### src/rtl/rv_decode_pkg.sv
// Shared decode definitions: RV32I opcodes, control encodings and the
// registered control bundle carried from decode into execute.
package rv_decode_pkg;

    // Major opcodes recognised by the decoder
    localparam logic [6:0] OPC_OP     = 7'b0110011;
    localparam logic [6:0] OPC_OP_IMM = 7'b0010011;
    localparam logic [6:0] OPC_LOAD   = 7'b0000011;
    localparam logic [6:0] OPC_STORE  = 7'b0100011;
    localparam logic [6:0] OPC_BRANCH = 7'b1100011;
    localparam logic [6:0] OPC_JAL    = 7'b1101111;
    localparam logic [6:0] OPC_JALR   = 7'b1100111;
    localparam logic [6:0] OPC_LUI    = 7'b0110111;
    localparam logic [6:0] OPC_AUIPC  = 7'b0010111;

    // funct7 value that marks an M-extension operation under OP
    localparam logic [6:0] F7_MULDIV  = 7'b0000001;

    // branch field encodings
    localparam logic [2:0] BR_NONE    = 3'b000;
    localparam logic [2:0] BR_NE_LT   = 3'b001;  // BNE, BLT, BLTU
    localparam logic [2:0] BR_EQ_GE   = 3'b010;  // BEQ, BGE, BGEU
    localparam logic [2:0] BR_JAL     = 3'b011;
    localparam logic [2:0] BR_JALR    = 3'b100;

    // immediate format encodings
    localparam logic [2:0] IMM_I      = 3'b000;
    localparam logic [2:0] IMM_S      = 3'b001;
    localparam logic [2:0] IMM_U      = 3'b010;
    localparam logic [2:0] IMM_J      = 3'b011;
    localparam logic [2:0] IMM_B      = 3'b100;
    localparam logic [2:0] IMM_LU     = 3'b101;  // zero-extending loads

    // register write-back source encodings
    localparam logic [1:0] REGIN_LUI  = 2'b00;
    localparam logic [1:0] REGIN_ALU  = 2'b01;
    localparam logic [1:0] REGIN_PC4  = 2'b10;

    typedef struct packed {
        logic [1:0] alusrc;
        logic       memtoreg;
        logic       regwrite;
        logic [3:0] memwrite;
        logic [2:0] branch;
        logic [1:0] aluop;
        logic [1:0] regin;
        logic [2:0] imm;
        logic       muldiv;
        logic       illegal;
    } ctrl_t;

    // Byte-lane mask for a store width; zero marks an unsupported width
    function automatic logic [3:0] store_mask(input logic [2:0] funct3);
        case (funct3)
            3'b000:  store_mask = 4'b0001;
            3'b001:  store_mask = 4'b0011;
            3'b010:  store_mask = 4'b1111;
            default: store_mask = 4'b0000;
        endcase
    endfunction

endpackage

### src/rtl/decode_stage_comb.sv
// Pure combinational RV32I control decode: instruction word to control
// bundle, source-register usage flags and illegal-instruction flag.
module decode_comb
    import rv_decode_pkg::*;
#(
    parameter int ENABLE_M = 0
) (
    input  logic [31:0] instr,
    output ctrl_t       ctrl,
    output logic        rs1_used,
    output logic        rs2_used
);

    logic [6:0] opcode;
    logic [2:0] funct3;
    logic [6:0] funct7;

    assign opcode = instr[6:0];
    assign funct3 = instr[14:12];
    assign funct7 = instr[31:25];

    // Decode table; illegal encodings have every side effect suppressed
    always_comb begin
        ctrl       = '0;
        ctrl.regin = REGIN_ALU;
        rs1_used   = 1'b0;
        rs2_used   = 1'b0;
        case (opcode)
            OPC_OP: begin
                ctrl.regwrite = 1'b1;
                ctrl.aluop    = 2'b10;
                if (funct7 == F7_MULDIV) begin
                    if (ENABLE_M != 0) ctrl.muldiv  = 1'b1;
                    else               ctrl.illegal = 1'b1;
                end
            end
            OPC_OP_IMM: begin
                ctrl.regwrite = 1'b1;
                ctrl.alusrc   = 2'b01;
                ctrl.aluop    = 2'b10;
            end
            OPC_LOAD: begin
                ctrl.memtoreg = 1'b1;
                ctrl.regwrite = 1'b1;
                ctrl.alusrc   = 2'b01;
                if (funct3 == 3'b100 || funct3 == 3'b101) ctrl.imm = IMM_LU;
                else                                      ctrl.imm = IMM_I;
            end
            OPC_STORE: begin
                ctrl.alusrc   = 2'b01;
                ctrl.imm      = IMM_S;
                ctrl.memwrite = store_mask(funct3);
                if (store_mask(funct3) == 4'b0000) ctrl.illegal = 1'b1;
            end
            OPC_BRANCH: begin
                ctrl.aluop = 2'b01;
                ctrl.imm   = IMM_B;
                case (funct3)
                    3'b000, 3'b101, 3'b111: ctrl.branch  = BR_EQ_GE;
                    3'b001, 3'b100, 3'b110: ctrl.branch  = BR_NE_LT;
                    default:                ctrl.illegal = 1'b1;
                endcase
            end
            OPC_JAL: begin
                ctrl.regwrite = 1'b1;
                ctrl.branch   = BR_JAL;
                ctrl.regin    = REGIN_PC4;
                ctrl.imm      = IMM_J;
            end
            OPC_JALR: begin
                ctrl.regwrite = 1'b1;
                ctrl.branch   = BR_JALR;
                ctrl.regin    = REGIN_PC4;
                ctrl.alusrc   = 2'b01;
            end
            OPC_LUI: begin
                ctrl.regwrite = 1'b1;
                ctrl.regin    = REGIN_LUI;
                ctrl.imm      = IMM_U;
            end
            OPC_AUIPC: begin
                ctrl.regwrite = 1'b1;
                ctrl.alusrc   = 2'b11;
                ctrl.imm      = IMM_U;
            end
            default: ctrl.illegal = 1'b1;
        endcase

        if (ctrl.illegal) begin
            ctrl.regwrite = 1'b0;
            ctrl.memwrite = 4'b0000;
            ctrl.branch   = BR_NONE;
            ctrl.muldiv   = 1'b0;
        end

        rs1_used = !ctrl.illegal && (opcode != OPC_LUI) &&
                   (opcode != OPC_AUIPC) && (opcode != OPC_JAL);
        rs2_used = (opcode == OPC_OP) || (opcode == OPC_STORE) ||
                   (opcode == OPC_BRANCH);
    end

endmodule

### src/rtl/decode_stage.sv
// Registered decode stage: control decode behind a valid/ready pipeline
// register, load-use hazard bubble insertion and a saturating stall count.
//
// Handshake: a transfer happens on a rising edge where valid and ready are
// both high. in_ready never depends on in_valid except through the hazard
// check, and out_valid with its bundle stays stable until out_ready.
module decode_stage
    import rv_decode_pkg::*;
#(
    parameter int XLEN     = 32,
    parameter int ENABLE_M = 0,
    parameter int CNT_W    = 16
) (
    input  logic             clk,
    input  logic             reset,
    input  logic             in_valid,
    output logic             in_ready,
    input  logic [31:0]      in_instr,
    input  logic [XLEN-1:0]  in_pc,
    input  logic             flush,
    output logic             out_valid,
    input  logic             out_ready,
    output logic [XLEN-1:0]  out_pc,
    output logic [31:0]      out_instr,
    output logic [4:0]       out_rd,
    output logic [4:0]       out_rs1,
    output logic [4:0]       out_rs2,
    output logic [1:0]       alusrc,
    output logic             memtoreg,
    output logic             regwrite,
    output logic [3:0]       memwrite,
    output logic [2:0]       branch,
    output logic [1:0]       aluop,
    output logic [1:0]       regin,
    output logic [2:0]       imm,
    output logic             muldiv,
    output logic             illegal,
    output logic [CNT_W-1:0] stall_cnt
);

    ctrl_t dec_ctrl;
    ctrl_t q_ctrl;
    logic  dec_rs1_used;
    logic  dec_rs2_used;
    logic  hz;

    decode_comb #(.ENABLE_M(ENABLE_M)) u_decode (
        .instr    (in_instr),
        .ctrl     (dec_ctrl),
        .rs1_used (dec_rs1_used),
        .rs2_used (dec_rs2_used)
    );

    // Load-use hazard against the held load, and the resulting input ready
    always_comb begin
        hz = out_valid && q_ctrl.memtoreg && (out_rd != 5'd0) && in_valid &&
             ((dec_rs1_used && (in_instr[19:15] == out_rd)) ||
              (dec_rs2_used && (in_instr[24:20] == out_rd)));
        in_ready = !flush && !hz && (!out_valid || out_ready);
    end

    // Pipeline register; an emptied slot is zeroed so idle fields read 0
    always_ff @(posedge clk or posedge reset) begin
        if (reset) begin
            out_valid <= 1'b0;
            q_ctrl    <= '0;
            out_pc    <= '0;
            out_instr <= '0;
        end else if (flush) begin
            out_valid <= 1'b0;
            q_ctrl    <= '0;
            out_pc    <= '0;
            out_instr <= '0;
        end else if (in_valid && in_ready) begin
            out_valid <= 1'b1;
            q_ctrl    <= dec_ctrl;
            out_pc    <= in_pc;
            out_instr <= in_instr;
        end else if (out_ready) begin
            out_valid <= 1'b0;
            q_ctrl    <= '0;
            out_pc    <= '0;
            out_instr <= '0;
        end
    end

    // Count bubbles actually inserted; a flush cancels the stall
    always_ff @(posedge clk or posedge reset) begin
        if (reset) begin
            stall_cnt <= '0;
        end else if (hz && out_ready && !flush && (stall_cnt != '1)) begin
            stall_cnt <= stall_cnt + {{(CNT_W-1){1'b0}}, 1'b1};
        end
    end

    assign out_rd   = out_instr[11:7];
    assign out_rs1  = out_instr[19:15];
    assign out_rs2  = out_instr[24:20];
    assign alusrc   = q_ctrl.alusrc;
    assign memtoreg = q_ctrl.memtoreg;
    assign regwrite = q_ctrl.regwrite;
    assign memwrite = q_ctrl.memwrite;
    assign branch   = q_ctrl.branch;
    assign aluop    = q_ctrl.aluop;
    assign regin    = q_ctrl.regin;
    assign imm      = q_ctrl.imm;
    assign muldiv   = q_ctrl.muldiv;
    assign illegal  = q_ctrl.illegal;

endmodule

### config.mk
export PLATFORM = sky130hd
export DESIGN_NAME = decode_stage
export DESIGN_NICKNAME = d
export VERILOG_FILES = /design/src/rtl/rv_decode_pkg.sv /design/src/rtl/decode_stage_comb.sv /design/src/rtl/decode_stage.sv
export SDC_FILE = /design/constraint.sdc
export NUM_CORES = 1
export LEC_CHECK = 0
export BUFFER_PORTS_ARGS = -buffer_cell sky130_fd_sc_hd__buf_2
export CORE_MARGIN = 5
export CORE_UTILIZATION = 45
export DETAILED_ROUTE_END_ITERATION = 16
export HOLD_SLACK_MARGIN = 0.06
export PLACE_DENSITY = 0.76
export SLEW_MARGIN = 20
export SYNTH_ARGS = -nofsm -noshare
export SYNTH_HDL_FRONTEND = slang
export SYNTH_SLANG_ARGS = --single-unit
export TNS_END_PERCENT = 5
### constraint.sdc
create_clock -name clk -period 8 [get_ports clk]
set_input_delay 0.4 -clock clk [delete_from_list [all_inputs] [get_ports clk]]
set_output_delay 0.4 -clock clk [all_outputs]
set_load 0.02 [all_outputs]
==> results.json, run 1 <==
{
  "stdcell_area_um2": 5542,
  "worstSkewPairLatency_ns": 0.36,
  "status": "finished, final reports clean",
  "final.setup.tns_ns": 0,
  "drc_errors": 0,
  "clock_skew_ns": 0.006152,
  "critPathSlowestCell": "and4_4",
  "cp_cell_sequence": "or4_1, o2111ai_1, nor4_1, o211ai_2, and4_4, nor2b_1, a32o_1",
  "cts.clk_slew.worst_paths_ns": 0.10,
  "rr_startpoint": "out_instr[8]$_DFFE_PP0P_",
  "worstPathMaxFanout": 77,
  "die_area_um2": 12030,
  "area_growth_pct": 23.96,
  "reg2reg_slack_ns": 5.01,
  "grt_pass1_vias": 3586,
  "antenna_left": 0,
  "setup-violations-final": 0,
  "drtIter0Drc": 197,
  "place_inst": 642,
  "min_to": "out_pc[22]$_DFFE_PP0P_",
  "cts_tree": "done",
  "cp.required_ns": 8.30,
  "fin_util_pct": 56.96,
  "synth_seq_area_share_pct": 55.42,
  "powerDensity_nw_per_um2": 192.7,
  "cp.depth": 7,
  "drt_wl_total_mm": 11.77,
  "fin_crit_sh_pct": 37.42,
  "max_cap_violations": 0,
  "grt_util_all_layers_pct": 19.51,
  "start_kind": "flop",
  "io_buffers": 184,
  "synthArstFlopShare_pct": 100.0,
  "crit_path_max_incr_delay_ns": 0.81,
  "final_hold_viol_count": 0,
  "ctsHoldBuffers": 1,
  "cts_sinks": 99,
  "viasPerCell": 5.408,
  "ys.flop_type": "dfrtp_1",
  "grt_remaining_overflow": 0,
  "r2r_cells": 7,
  "synth_area_um2": 4471,
  "wl_per_cell_um": 17.87,
  "yosysUniqueCellTypes": 51,
  "clockBufferDepth": 2,
  "final.min_clock_period_ns": 2.994,
  "crit_type": "flop to flop",
  "worst_pin_slew_ns": 0.8384,
  "p_leak_nw": 2.964,
  "htree_levels": 3,
  "dr.pass1.iters": 4,
  "die_x_um": 109.7,
  "rows": 36,
  "holdCritPathClass": "input port to flop",
  "final_nets": 591,
  "maxSlewViolCount": 0,
  "min-delay-start": "in_pc[22]",
  "antenna_found_initial": 0,
  "fin_cells": 659,
  "hpwl_mm": 8.527,
  "core_area_um2": 9729,
  "synth_edf_count": 0,
  "critPathArrivalTime_ns": 3.29,
  "start_util_pct": 45.95,
  "postCtsSetupRepairBufs": 0,
  "endpoint_kind": "flop",
  "rsz0062_at_grt": "false",
  "synth_fp_nets": 437,
  "holdPathStages": 2,
  "worst_path_dominant_cell_family": "simple AND/OR/NAND/NOR gates",
  "numCtsBuffers": 9,
  "detailed_place.area_um2": 5284,
  "crit_buf_inv": 0,
  "synth_area_per_cell_um2": 12.18,
  "drive_above_1_share_pct": 40.87,
  "io_pins": 186,
  "holdWs_ns": 0.2505,
  "num_antenna_cells": 0,
  "yosys_warnings": 0,
  "max_freq_mhz": 334.1,
  "grt_pass1_wl_mm": 18.39,
  "clockRootBuffer": "clkbuf_8",
  "ys_ff_latch": 99,
  "gp_congestion": 0.7950,
  "syn_inst": 367,
  "relSlewSlack_pct": 44.11,
  "ir_drop_mv": 0.1001,
  "r2r_end": "imm[2]$_DFFE_PP0P_",
  "cp-startpoint": "out_instr[8]$_DFFE_PP0P_",
  "die_height_um": 109.7,
  "grt_max_degree": 78,
  "via_count": 3564,
  "cts_resized": 0
}
cell type report:
type                    count  area, um^2
inverters                   5       21.27
clock inverters             7       123.9
multi-input cells         219        1683
repair buffers            187       945.9
clock buffers               9       123.9
fillers                   876        4188
well taps                 133       166.4
flip-flops and latches     99        2477
per-layer routing:
metal  GRT usage [%]  wire [um]  vias to the layer above
met3           4.404        749                       13
met4           7.302        206                        0
met2           30.34       5805                      118
li1                -          -                     1654
met5               0          0                        -
met1           26.76       5013                     1779
cells in the final DEF (no fill, tap or decap), types with 4 or more instances in the layout:
cell	netlist	routed
a21o_1	4	4
a21oi_1	7	7
a22o_1	66	66
a32o_1	10	10
and3_1	7	7
buf_2	2	184
clkbuf_8	0	9
dfrtp_1	99	99
inv_1	5	4
nand2_1	18	18
nand3_1	10	10
nand4_1	10	10
nor2_1	7	7
nor3_1	4	4
o21ai_0	7	7
xnor2_1	24	24
worst reg2reg max path, delay by kind of cell, from the launching register on:
kind | cells | cell delay, ns
compound gates | 3 | 0.61
flops | 1 | 0.46
simple gates | 4 | 1.87
cell families after synthesis:
kind of cell | Yosys count | synth area share [%]
AOI/OAI and AO/OA | 106 | 20.18
DFF | 99 | 55.42
and+or+nand+nor | 83 | 11.28
buffers and inverters | 49 | 7.193
xor gates and xnor gates | 26 | 5.094
muxes | 2 | 0.4758
adders and majority gates | 1 | 0.2798
other | 1 | 0.08388
per-stage QoR:
stage | setup slack, ns | total power [mW]
floorplan | 5.010 | 0.6368
global placement | 5.139 | 0.6833
detailed placement | 4.998 | 0.6862
CTS | 5.002 | 1.077
global route | 4.800 | 1.111
finish | 5.006 | 1.068
how the worst max path moves through the flow:
stage | to | slack (ns)
2_1_floorplan | aluop[0]$_DFFE_PP0P_ | 5.01
3_3_place_gp | memwrite[2]$_DFFE_PP0P_ | 5.14
3_5_place_dp | imm[2]$_DFFE_PP0P_ | 5.00
4_1_cts | imm[2]$_DFFE_PP0P_ | 5.00
5_1_grt | imm[2]$_DFFE_PP0P_ | 4.80
6_report | imm[2]$_DFFE_PP0P_ | 5.01
flip-flops by register name, indices dropped and copies added (netlist names), 2 cells and up:
register and count:
aluop 2, alusrc 2, branch 3, imm 3
memwrite 3, out_instr 32, out_pc 32, regin 2
stall_cnt 16
cell usage after synthesis (4+ instances only):
cell type | n | area share, %
a21oi_1 | 7 | 0.78
a21o_1 | 4 | 0.67
nand3_1 | 10 | 1.1
a22o_1 | 66 | 13
buf_6 | 9 | 2.3
dfrtp_1 | 99 | 55
nor3_1 | 4 | 0.45
buf_4 | 18 | 3.0
and3_1 | 7 | 0.98
nand2_1 | 18 | 1.5
inv_1 | 5 | 0.42
nand4_1 | 10 | 1.4
nor2_1 | 7 | 0.59
a32o_1 | 10 | 2.2
clkbuf_1 | 14 | 1.2
xnor2_1 | 24 | 4.7
o21ai_0 | 7 | 0.78
report_power, final:
part           internal, mW  total, mW  switching (mW)
Clock                 0.210      0.392           0.182
Combinational        0.0530      0.145          0.0924
Sequential            0.518      0.530          0.0123
Total                 0.781       1.07           0.286
No activity file was read; power rests on OpenSTA's default activity.
==> run 2, diff against run 1 <==
- CORE_UTILIZATION: 45 -> 43
- clock period: 8 -> 2.5 ns (I/O delays scaled with it)
==> run 2 against run 1 <==
Against the previous run:
- via count grew 7.9%
- critical path depth shrank 1
- worst hold slack got worse by 0.17 ns
- total power increased to 3.1 times the previous value
- sequential cell count unchanged
- clock skew up 0.0054 ns
- routed wire length rose by 11%
- cell area rose by 12%
- setup slack worse by 4.9 ns
- utilization is 3.9 points higher
- critical path type is now flop to output pin
- largest cell class unchanged
==> results.json, run 2 (synthesis results as in run 1) <==
{
  "fin_crit_sh_pct": 96.04,
  "worstPathMaxFanout": 6,
  "cts.clk_slew.worst_paths_ns": 0.09,
  "final_common_cell": "buf_2",
  "numCtsBuffers": 9,
  "p_leak_nw": 3.238,
  "nFillCells": 842,
  "antenna_found_initial": 1,
  "grt_pass1_wl_mm": 20.67,
  "grt_pass1_vias": 3993,
  "clock_skew_ns": 0.01158,
  "worstSkewPairLatency_ns": 0.37,
  "drive_above_1_share_pct": 39.33,
  "grt_remaining_overflow": 0,
  "endpoint_kind": "output pin",
  "die_area_um2": 12540,
  "clockPowerShare_pct": 31.7,
  "dr.pass1.iters": 4,
  "worst_pin_slew_ns": 0.6303,
  "relSlewSlack_pct": 57.89,
  "stdcell_area_um2": 6226,
  "die_height_um": 112.0,
  "setup-violations-final": 0,
  "io_buffers": 184,
  "holdCritPathClass": "input port to flop",
  "drc_errors": 0,
  "max_cap_violations": 0,
  "area_growth_pct": 39.27,
  "ir_drop_mv": 0.3240,
  "mostFrequentLayoutCells": "buf_2, dfrtp_1, a22o_1",
  "combPwrFrac_pct": 17.1,
  "powerDensity_nw_per_um2": 532.3,
  "cts_sinks": 99,
  "final.min_clock_period_ns": 2.401,
  "rows": 37,
  "clockBufferDepth": 2,
  "p_int_mw": 2.371,
  "p_sw_mw": 0.9431,
  "wl_per_cell_um": 17.88,
  "gp_congestion": 0.8343,
  "drtIter0Drc": 183,
  "grt_max_degree": 52,
  "cts_tree": "done",
  "core_area_um2": 10230,
  "final_hold_viol_count": 0,
  "critPathSlowestCell": "or4_1",
  "multi_input_area_um2": 1717,
  "grt_util_all_layers_pct": 20.48,
  "drt_wl_total_mm": 13.09,
  "via_count": 3847,
  "htree_levels": 3,
  "critPathArrivalTime_ns": 2.28,
  "sw_frac_of_total_pct": 28.46,
  "start_kind": "flop",
  "status": "finished, final reports clean",
  "cp_cell_sequence": "or4_1, o2111ai_2, nor4_4, o211ai_2, and3_1, buf_2",
  "final_nets": 660,
  "start_util_pct": 43.70,
  "reg_top3": "out_instr (32), out_pc (32), stall_cnt (16)",
  "max_freq_mhz": 416.5,
  "seqPwrFrac_pct": 51.3,
  "crit_type": "flop to output pin",
  "io_pins": 186,
  "place_ws_ns": -0.02317,
  "viasPerCell": 5.255,
  "design_power_total_mw": 3.314,
  "detailed_place.area_um2": 5404,
  "die_x_um": 112.0,
  "maxSlewViolCount": 0,
  "antenna_left": 0,
  "clockRootBuffer": "clkbuf_8",
  "seq_area_um2": 2480,
  "crit_path_max_incr_delay_ns": 0.58,
  "hpwl_mm": 8.942,
  "final.setup.worst_slack_ns": 0.09889,
  "cp.required_ns": 2.38
}
==> run 2: cell count changes in the layout (fill, tap and decap cells not counted), sizes merged <==
cell / previous run / this run
bufinv: 3 / 1
buf: 186 / 198
inv: 7 / 6
clkinvlp: 1 / 4
dlygate4sd3: 1 / 58
diode: 0 / 1
==> run 2: worst paths after layout <==
path,end,slack (ns),startpoint,depth (start not counted)
setup / recovery,in_ready,0.1,out_instr[8]$_DFFE_PP0P_,6
setup reg to reg,aluop[0]$_DFFE_PP0P_,0.13,out_instr[8]$_DFFE_PP0P_,7
max in group asynchronous,out_instr[29]$_DFFE_PP0P_,1.35,reset,4
hold / removal,out_instr[6]$_DFFE_PP0P_,0.08,out_ready,3
hold reg to reg,memwrite[0]$_DFFE_PP0P_,0.49,memwrite[0]$_DFFE_PP0P_,1
min in group asynchronous,imm[0]$_DFFE_PP0P_,0.37,reset,3
==> run 2: power by group through the flow <==
stage          registers (mW)  logic [mW]  clock network [mW]
6_report                 1.70       0.565                1.05
5_1_grt                  1.71       0.608                1.13
4_1_cts                  1.70       0.562                1.08
3_5_place_dp             1.73       0.489                   0
3_3_place_gp             1.73       0.479                   0
2_1_floorplan            1.80       0.239                   0
==> run 2: final cells by class <==
type / count / share of cell area (%)
antenna: 1 / 0.04019
clock buffer: 9 / 1.990
clock inverter: 7 / 1.206
inverter: 5 / 0.3617
multi-input combinational: 219 / 27.57
sequential: 99 / 39.83
tap: 136 / 2.733
timing repair buffer: 256 / 26.27
==> run 2: per-stage QoR <==
stage / cells / hold WS, ns / TNS (ns) / utilization, %
2_1_floorplan: 367 / 0.1881 / 0 / -
3_3_place_gp: 657 / 0.2254 / 0 / 52.82
3_5_place_dp: 657 / 0.2429 / -0.03624 / 52.82
4_1_cts: 731 / 0.06423 / 0 / 60.50
5_1_grt: 732 / 0.08476 / -0.08838 / 60.85
6_report: 732 / 0.08252 / 0 / 60.85
==> run 2: what timing repair did <==
| action | 4_1_cts | 5_1_grt |
|---|---|---|
| resized for setup | 1 | 8 |
| hold buffers | 58 | 0 |
| gates cloned | 0 | 0 |
| pin swaps | 0 | 2 |
| setup endpoints to repair | 2 | 44 |
| setup buffers | 0 | 0 |
| hold endpoints to repair | 83 | 0 |
==> run 2: routing by layer <==
layer	wire [um]	vias to the layer above	global-route usage (%)
li1	-	1796	-
met3	639	25	3.587
met1	5375	1909	25.15
met5	0	-	0
met4	353	0	9.295
met2	6721	117	35.25
==> run 2: critical path, delay by kind of cell (launching register included) <==
kind            cells  cell delay [ns]
flops               1             0.46
buf+inv             1             0.18
compound gates      2             0.38
simple gates        3             0.89
==> run 3, diff against run 2 <==
- ABC_AREA: not set -> 1
- CORE_UTILIZATION: 43 -> 45
- PLACE_DENSITY: 0.76 -> 0.77
==> run 3 against run 2 <==
Against the previous run:
- register-to-register slack improved by 0.07 ns
- cell count rose by 33%
- clock power is essentially flat
- non-clock buffer count unchanged
==> results.json, run 3 <==
{
  "antenna_left": 0,
  "met1_usage_pct": 28.77,
  "synthArstFlopShare_pct": 100.0,
  "max_freq_mhz": 435.4,
  "antenna_found_initial": 0,
  "r2r_cells": 12,
  "crit_path_max_incr_delay_ns": 0.41,
  "setup-violations-final": 0,
  "viasPerCell": 5.275,
  "synth_common_cells": "nand3_1, nand2_1, dfrtp_1",
  "area_growth_pct": 34.62,
  "grt_util_all_layers_pct": 22.78,
  "cp_cell_sequence": "ha_1, nand3_1, nor2_1, nand2_1, nor2_1, nand4_1, nand2_1, inv_1, nand3_2, inv_1, nand3b_1, nand2_1",
  "cp-startpoint": "stall_cnt[0]$_DFFE_PP0P_",
  "crit_type": "flop to flop",
  "critPathArrivalTime_ns": 2.55,
  "final_hold_viol_count": 0,
  "max_cap_violations": 0,
  "cts.clk_slew.worst_paths_ns": 0.09,
  "drt_wl_total_mm": 15.21,
  "htree_levels": 3,
  "yosysMostFrequentCell": "nand3_1",
  "syn_inst": 611,
  "ys.flop_type": "dfrtp_1",
  "via_count": 5122,
  "cp.required_ns": 2.75,
  "fin_util_pct": 61.84,
  "clockBufferDepth": 2,
  "grt_pass1_vias": 4952,
  "yosysUniqueCellTypes": 30,
  "io_buffers": 184,
  "clockRootBuffer": "clkbuf_8",
  "drtIter0Drc": 326,
  "cp-endpoint": "stall_cnt[6]$_DFFE_PP0P_",
  "multi_input_area_um2": 2013,
  "synth_top_cell_area_share_pct": 49.75,
  "hpwl_mm": 10.18,
  "status": "finished, final reports clean",
  "cts_sinks": 99,
  "drive_above_1_share_pct": 26.66,
  "worstPathMaxFanout": 8,
  "yosysTopAreaCell": "dfrtp_1",
  "final_common_cell": "buf_2",
  "fin_crit_sh_pct": 91.88,
  "clock_skew_ns": 0.007074,
  "seq_area_um2": 2477,
  "use_met2_pct": 37.50,
  "nFillCells": 916,
  "cts_tree": "done",
  "worst_pin_slew_ns": 0.8551,
  "numCtsBuffers": 9,
  "powerDensity_nw_per_um2": 498.9,
  "core_area_um2": 10840,
  "rsz0062_at_grt": "false",
  "min-delay-start": "in_instr[2]",
  "dr.pass1.iters": 5,
  "rows": 38,
  "ys_ff_latch": 99,
  "final.min_clock_period_ns": 2.297,
  "start_util_pct": 45.94,
  "io_pins": 186,
  "die_area_um2": 13270,
  "top_usage_layer": "met2",
  "worstSkewPairLatency_ns": 0.35,
  "maxSlewViolCount": 0,
  "mostFrequentLayoutCells": "buf_2, nand3_1, nand2_1",
  "grt_use_met3_pct": 4.000,
  "die_height_um": 115.2,
  "grt_max_degree": 83,
  "die_x_um": 115.2,
  "start_kind": "flop",
  "synth_seq_area_share_pct": 49.75,
  "reg2reg_slack_ns": 0.20,
  "synth_fp_nets": 681,
  "synth_area_per_cell_um2": 8.150,
  "critPathSlowestCell": "dfrtp_1",
  "r2r_end": "stall_cnt[6]$_DFFE_PP0P_",
  "grt_remaining_overflow": 0,
  "drc_errors": 0,
  "holdCritPathClass": "input port to flop",
  "relSlewSlack_pct": 43.00,
  "synth_area_um2": 4980,
  "wl_per_cell_um": 15.67,
  "yosys_warnings": 0,
  "reg_top3": "out_instr (32), out_pc (32), stall_cnt (16)",
  "synth_area_leaders": "dfrtp_1, nand3_1, nand2_1, buf_4, inv_1",
  "synth_edf_count": 0,
  "rr_startpoint": "stall_cnt[0]$_DFFE_PP0P_",
  "grt_pass1_wl_mm": 24.45,
  "crit_top_cell": "nand2_1",
  "ir_drop_mv": 0.2110,
  "final.setup.tns_ns": 0,
  "endpoint_kind": "flop",
  "gp_congestion": 0.8513,
  "p_leak_nw": 3.838,
  "final_nets": 895
}
run 3: worst max-delay path, delay by kind of cell (launching register included):
family,cells,cell delay (ns)
fa+ha+maj,1,0.23
simple gates,9,1.26
buf+inv,2,0.28
flops,1,0.41
run 3: layout make-up:
cell class	count	area share, %
clock buffer	13	2.370
multi-input combinational	416	30.03
inverter	43	2.464
timing repair buffer	256	24.97
tap	140	2.613
antenna	2	0.07465
sequential	99	36.95
clock inverter	2	0.5226
run 3: logic make-up (layout without fill, tap and decap cells):
family | Yosys count | in the layout | synth area share, %
AND/OR/NAND/NOR | 384 | 384 | 35.00
flip-flops | 99 | 99 | 49.75
buffers and inverters | 96 | 314 | 10.38
AO/OA/AOI/OAI | 15 | 15 | 1.910
XOR/XNOR | 15 | 15 | 2.638
adder cells (fa/ha/maj) | 1 | 1 | 0.2512
other | 1 | 3 | 0.07530
run 3: power breakdown:
group          leakage [nW]  switching (mW)  internal [mW]
Combinational          2.43           0.376          0.231
Sequential             1.31          0.0426           1.66
Clock                0.0995           0.523          0.513
run 3: metal layers:
layer | wire [um] | part of all wire [%]
met1 | 6225 | 41
met4 | 520 | 3.4
met5 | 0 | 0
met3 | 1018 | 6.7
met2 | 7448 | 49
run 3: per-stage QoR:
| stage | instance area, um^2 | setup slack, ns | instances | power, mW | hold WS [ns] |
|---|---|---|---|---|---|
| floorplan | 4984 | 0.5344 | 611 | 2.069 | 0.2704 |
| global placement | 5897 | 0.3163 | 893 | 2.249 | 0.3244 |
| detailed placement | 5897 | 0.2357 | 893 | 2.261 | 0.3272 |
| CTS | 6691 | 0.03410 | 968 | 3.362 | 0.06177 |
| global route | 6699 | 0.009333 | 969 | 3.491 | 0.07486 |
| finish | 6704 | 0.2031 | 971 | 3.345 | 0.07846 |
run 3: worst min path at each step:
stage                     slack [ns]  cells past startpoint                       end
final                           0.08                      3  out_instr[2]$_DFFE_PP0P_
after global routing            0.07                      3  out_instr[6]$_DFFE_PP0P_
after CTS                       0.06                      3  out_instr[2]$_DFFE_PP0P_
after detailed placement        0.33                      2    out_pc[19]$_DFFE_PP0P_
after global placement          0.32                      2    out_pc[19]$_DFFE_PP0P_
after floorplan                 0.27                      2  out_instr[0]$_DFFE_PP0P_
run 3: timing repair:
action / 4_1_cts / 5_1_grt
endpoints found under the setup margin: 0 / 1
buffers inserted: 0 / 1
hold buffers: 60 / 0
hold endpoints to repair: 96 / 0
resized for setup: 0 / 0
